===== src/rtl/wmul_seq_pkg.sv =====
// Shared encodings and lane payload type for the WideWord subfield multiply sequencer.
package wmul_seq_pkg;

  localparam int unsigned DATA_W = 128;
  localparam int unsigned LANES  = 8;
  localparam int unsigned ACC_W  = 32;
  localparam int unsigned MPL_W  = 16;
  localparam int unsigned CNT_W  = 5;

  localparam logic [4:0] ALU_WMULOU = 5'b01100;
  localparam logic [4:0] ALU_WMULEU = 5'b01101;

  localparam logic [1:0] WW_W8  = 2'b00;
  localparam logic [1:0] WW_W16 = 2'b01;
  localparam logic [1:0] WW_W32 = 2'b10;
  localparam logic [1:0] WW_W64 = 2'b11;

  typedef enum logic [1:0] {
    MS_IDLE = 2'd0,
    MS_RUN  = 2'd1,
    MS_DONE = 2'd2
  } ms_state_e;

  typedef struct packed {
    logic [ACC_W-1:0] acc;
    logic [ACC_W-1:0] mcand;
    logic [MPL_W-1:0] mplier;
  } lane_t;

  function automatic logic op_legal(input logic [4:0] op, input logic [1:0] ww);
    return ((op == ALU_WMULOU) || (op == ALU_WMULEU)) && ((ww == WW_W8) || (ww == WW_W16));
  endfunction

endpackage


===== src/rtl/wmul_seq_mul_lane_step.sv =====
// One shift-add multiply step for a single 32-bit lane.
module mul_lane_step
  import wmul_seq_pkg::*;
(
  input  lane_t cur,
  output lane_t nxt_c
);

  always_comb begin : step
    nxt_c.acc    = cur.mplier[0] ? (cur.acc + cur.mcand) : cur.acc;
    nxt_c.mcand  = {cur.mcand[ACC_W-2:0], 1'b0};
    nxt_c.mplier = {1'b0, cur.mplier[MPL_W-1:1]};
  end

endmodule


===== src/rtl/wmul_seq.sv =====
// Iterative unsigned odd/even subfield multiply; all lanes step one multiplier bit per cycle.
// Vectors are [127:0]: big-endian bit label i of the datapath is index 127-i here.
module wmul_seq
  import wmul_seq_pkg::*;
(
  input  logic              clk,
  input  logic              reset,
  input  logic              start,
  input  logic [DATA_W-1:0] reg_A,
  input  logic [DATA_W-1:0] reg_B,
  input  logic [1:0]        ctrl_ww,
  input  logic [4:0]        alu_op,
  output logic              busy,
  output logic              done,
  output logic [DATA_W-1:0] result
);

  ms_state_e         state_q, state_d;
  logic              busy_d, done_d;
  logic [CNT_W-1:0]  cnt_q;
  logic              ww16_q;
  lane_t             lane_q  [LANES];
  lane_t             lane_c  [LANES];
  lane_t             lane_ld [LANES];
  logic [DATA_W-1:0] result_c;
  logic              accept_c, legal_c, odd_c, last_c;

  assign accept_c = (state_q == MS_IDLE) && start;
  assign legal_c  = op_legal(alu_op, ctrl_ww);
  assign odd_c    = (alu_op == ALU_WMULOU);
  assign last_c   = (state_q == MS_RUN) && (cnt_q == CNT_W'(1));

  for (genvar g = 0; g < LANES; g++) begin : g_lane
    mul_lane_step u_step (
      .cur   (lane_q[g]),
      .nxt_c (lane_c[g])
    );
  end

  // Operand extraction: pick odd or even subfields into the low end of each lane
  always_comb begin : load_mux
    for (int k = 0; k < LANES; k++) lane_ld[k] = '0;
    if (ctrl_ww == WW_W16) begin
      for (int k = 0; k < 4; k++) begin
        if (odd_c) begin
          lane_ld[k].mplier = reg_A[111-32*k -: 16];
          lane_ld[k].mcand  = ACC_W'(reg_B[111-32*k -: 16]);
        end else begin
          lane_ld[k].mplier = reg_A[127-32*k -: 16];
          lane_ld[k].mcand  = ACC_W'(reg_B[127-32*k -: 16]);
        end
      end
    end else begin
      for (int k = 0; k < LANES; k++) begin
        if (odd_c) begin
          lane_ld[k].mplier = MPL_W'(reg_A[119-16*k -: 8]);
          lane_ld[k].mcand  = ACC_W'(reg_B[119-16*k -: 8]);
        end else begin
          lane_ld[k].mplier = MPL_W'(reg_A[127-16*k -: 8]);
          lane_ld[k].mcand  = ACC_W'(reg_B[127-16*k -: 8]);
        end
      end
    end
  end

  // Pack the post-step accumulators into result lane order
  always_comb begin : pack
    result_c = '0;
    if (ww16_q) begin
      for (int k = 0; k < 4; k++) result_c[127-32*k -: 32] = lane_c[k].acc;
    end else begin
      for (int k = 0; k < LANES; k++) result_c[127-16*k -: 16] = lane_c[k].acc[15:0];
    end
  end

  always_ff @(posedge clk) begin : state_reg
    if (reset) begin
      state_q <= MS_IDLE;
      busy    <= 1'b0;
      done    <= 1'b0;
    end else begin
      state_q <= state_d;
      busy    <= busy_d;
      done    <= done_d;
    end
  end

  always_comb begin : next_state
    state_d = state_q;
    case (state_q)
      MS_IDLE: if (start) state_d = legal_c ? MS_RUN : MS_DONE;
      MS_RUN:  if (cnt_q == CNT_W'(1)) state_d = MS_DONE;
      MS_DONE: state_d = MS_IDLE;
      default: state_d = MS_IDLE;
    endcase
  end

  always_comb begin : outputs
    busy_d = (state_d != MS_IDLE);
    done_d = (state_d == MS_DONE);
  end

  always_ff @(posedge clk) begin : datapath
    if (reset) begin
      cnt_q  <= '0;
      ww16_q <= 1'b0;
      result <= '0;
      for (int k = 0; k < LANES; k++) lane_q[k] <= '0;
    end else if (accept_c) begin
      cnt_q  <= (ctrl_ww == WW_W16) ? CNT_W'(16) : CNT_W'(8);
      ww16_q <= (ctrl_ww == WW_W16);
      for (int k = 0; k < LANES; k++) lane_q[k] <= lane_ld[k];
      if (!legal_c) result <= '0;
    end else if (state_q == MS_RUN) begin
      cnt_q <= cnt_q - CNT_W'(1);
      for (int k = 0; k < LANES; k++) lane_q[k] <= lane_c[k];
      if (last_c) result <= result_c;
    end
  end

endmodule


===== config.mk =====
export PLATFORM = sky130hd
export DESIGN_NAME = wmul_seq
export DESIGN_NICKNAME = d
export VERILOG_FILES = /design/src/rtl/wmul_seq_pkg.sv /design/src/rtl/wmul_seq_mul_lane_step.sv /design/src/rtl/wmul_seq.sv
export SDC_FILE = /design/constraint.sdc
export NUM_CORES = 2
export LEC_CHECK = 0
export ABC_AREA = 1
export CAP_MARGIN = 10
export CORE_MARGIN = 2
export CORE_UTILIZATION = 40
export DETAILED_ROUTE_END_ITERATION = 7
export PLACE_DENSITY = 0.58
export SLEW_MARGIN = 20
export SYNTH_ARGS = -nofsm -noshare
export SYNTH_HDL_FRONTEND = slang
export SYNTH_SLANG_ARGS = --single-unit

===== constraint.sdc =====
create_clock -name clk -period 6.9 [get_ports clk]
set_input_delay 0.69 -clock clk [delete_from_list [all_inputs] [get_ports clk]]
set_output_delay 0.69 -clock clk [all_outputs]
set_load 0.01 [all_outputs]

==> out/summary.txt <==
H-tree levels: 3
Synth top area cells: edfxtp_1, nand2_1, dfxtp_1
CP top delay family: buffers and inverters
Worst path buffer plus inverter count: 4
Final critical-path required period: 3350 ps
Clock share of power: 0.420
Most frequent cell after synthesis: nand2_1
CP required: 7310 ps
Synth Warn #: 0
Area of the mapped netlist: 0.0418 mm2
Number of flops mapped to enable cells by yosys: 434
Pwr Total: 10.1 mW
CP Launch Type: input port
Pwr dens: 204 mW/mm2
Clock buffer depth: 3
Total CTS buffers: 76
Slew margin rel.: 0.272
Avg WL per Cell: 19.4 um
DRT Wirelength: 149000 um
Final nets: 6687
DR vias: 39800
Clock transition at path regs: 60 ps
DRT antenna net count: 0
Async SR Flop Fraction: 0
CP most frequent cell: nor2_4
Violation count after the first detailed-route iteration: 3417
RSZ-0062 raised after global routing: false
Clock sinks: 624
Crit Path Max Fanout: 218
Clk root buf: clkbuf_16
Pleak: 23.7 nW
Status: finished, final reports clean
Global-route wire length before repair: 225000 um
Sequential power share: 0.429
Port Buffers: 395
Max Freq: 298 MHz
Main synth FF type: edfxtp_1
Fin crit share: 0.486
Leading area contributor after synthesis: edfxtp_1
Grt total ovfl: 0
Post-synthesis sequential area ratio: 0.403
Core area: 0.104 mm2
Gpl congestion: 0.948
Total negative setup slack: 0 ps
Max cap viols: 0
Pint: 7.21 mW
Layout Skew: 29.4 ps
Residual DRC count: 0
CP max stage cell: clkdlybuf4s50_1
Net switching power: 2.88 mW
Die height: 327 um
Die footprint: 0.107 mm2
Sw Share: 0.285
Via density: 5.19
Worst Hold Class: reg -> reg
Setup-failing EPs final: 0
DIE WIDTH: 327 um
Max-slew violations: 0
Setup bufs post-CTS: 0
Initial core utilization: 0.404
Syn nets: 6407
Final Hold Fails: 0
Worst Setup End Kind: flop
Ports: 396
Crit Path Class: in -> reg
Slowest stage delay, CP: 770 ps
Vias in the first global route: 38000
CTS tree: yes
Part of the power in combinational logic: 0.152
Initial antenna violation count: 3
Final HPWL DP: 112000 um
Worst-Skew Late Latency: 650 ps
Pin count of the biggest net entering global routing: 219
Row Count: 118
Layout cell share with drive strength beyond 1: 0.0326
Netlist cell types: 51
Post-Synthesis Cells: 5947
Synthesis-stage register bit count: 624
Crit path cell chain: clkdlybuf4s50_1 > nor2_4 > buf_12 > nor2_4 > buf_4 > a22o_1 > o21ai_1 > inv_1
Area share of the largest cell type after synthesis: 0.312
Worst VDD drop: 237 uV
Hold_buf cts: 0
GRT Total Usage: 0.271
Cts repair resizes: 0
Fillers: 10700
Post-synthesis area per instance: 7.03 um2
Commonest cells post-synth: nand2_1, inv_1, nand3_1, edfxtp_1, a21oi_1
Worst-Margin Slew: 1090 ps
1st-pass router iterations: 6
Crit path DAT: 3760 ps
Area growth from synthesis to layout: 18.1%
-- layout make-up --
class | instances | area (um2) | area share
repair buffers | 426 | 4210 | 0.0852
multi-input cells | 4271 | 20900 | 0.423
flip-flops and latches | 624 | 16800 | 0.341
well taps | 1380 | 1730 | 0.0349
inverters | 828 | 3120 | 0.0632
clock buffers | 106 | 2240 | 0.0453
clock inverters | 35 | 365 | 0.00739
diodes | 3 | 7.51 | 0.000152
-- per-stage QoR --
| step | utilization | hold slack (ps) | instances | area [um2] | setup WS, ps |
|---|---|---|---|---|---|
| 6_report | 0.477 | 449 | 7673 | 49400 | 3550 |
| 5_1_grt | 0.477 | 466 | 7673 | 49400 | 3400 |
| 4_1_cts | 0.477 | 452 | 7670 | 49400 | 3650 |
| 3_5_place_dp | 0.452 | 440 | 7529 | 46800 | 2960 |
| 3_3_place_gp | 0.452 | 439 | 7529 | 46800 | 2990 |
| 2_1_floorplan | - | 452 | 5947 | 41800 | 2210 |
-- path summary, 6_finish.rpt --
| path | slack [ps] | end | from | depth (start not counted) |
|---|---|---|---|---|
| min | 450 | result[24]$_SDFFE_PP0P_ | result[24]$_SDFFE_PP0P_ | 2 |
| max | 3550 | lane_q[0][247]$_SDFFCE_PP0P_ | reset | 8 |
| min reg2reg | 450 | result[24]$_SDFFE_PP0P_ | result[24]$_SDFFE_PP0P_ | 2 |
| max reg2reg | 3930 | result[92]$_SDFFE_PP0P_ | lane_q[0][176]$_SDFFCE_PP0P_ | 13 |
-- worst min-delay path, delay by kind of cell (launching register included) --
kind	cells	cell delay, ps
flip-flops	1	310
AND/OR/NAND/NOR	2	100
-- cell usage in the layout, fill, tap and decap left out, types with 7 or more instances in the layout --
| cell type | instances |
|---|---|
| nand2_1 | 2142 |
| inv_1 | 815 |
| nand3_1 | 506 |
| edfxtp_1 | 434 |
| clkdlybuf4s50_1 | 395 |
| a21oi_1 | 356 |
| nor2_1 | 352 |
| o21ai_0 | 335 |
| dfxtp_1 | 189 |
| ha_1 | 186 |
| clkbuf_16 | 85 |
| a22o_1 | 71 |
| xor2_1 | 66 |
| mux2i_1 | 33 |
| nor3_1 | 31 |
| buf_4 | 29 |
| or2_2 | 23 |
| nand3b_1 | 23 |
| o21bai_1 | 18 |
| clkbuf_1 | 18 |
| xnor2_1 | 12 |
| nand4_1 | 12 |
| o211ai_1 | 12 |
| a21o_1 | 10 |
| clkinv_2 | 10 |
| inv_2 | 9 |
| nor2_4 | 9 |
| clkinv_1 | 9 |
| o21ai_1 | 8 |
| and2_1 | 8 |
| fa_1 | 8 |
| or2_1 | 7 |
-- routing by layer --
layer,global-route usage,vias up,share of wire
met2,0.457,1263,0.47
met1,0.356,18600,0.43
met5,0,-,0
li1,-,19800,-
met3,0.0335,231,0.054
met4,0.101,0,0.039
-- flip-flops by register name, indices dropped and copies added, names as in the netlist --
| name | cells |
|---|---|
| busy | 1 |
| cnt_q | 5 |
| done | 1 |
| lane_q | 486 |
| result | 128 |
| state_q | 2 |
| ww16_q | 1 |
-- cells by family (layout without fill, tap and decap cells) --
family,Yosys count,in the layout,share of synthesized area
XOR/XNOR,78,78,0.0163
AND/OR/NAND/NOR,3137,3137,0.306
adder cells (fa/ha/maj),194,194,0.0595
other,1,4,0.0000897
flip-flops,624,624,0.403
buffers and inverters,1052,1395,0.0990
AO/OA/AOI/OAI,828,828,0.109
multiplexers,33,33,0.00790
-- power by group through the flow --
| stage | registers [mW] | logic, mW | clock network [mW] |
|---|---|---|---|
| 6_report | 4.32 | 1.53 | 4.24 |
| 5_1_grt | 4.34 | 1.69 | 4.43 |
| 4_1_cts | 4.33 | 1.53 | 4.30 |
| 3_5_place_dp | 4.40 | 1.52 | 0 |
| 3_3_place_gp | 4.40 | 1.52 | 0 |
| 2_1_floorplan | 4.34 | 0.961 | 0 |
Note: power is estimated with default switching activity, not from simulation.
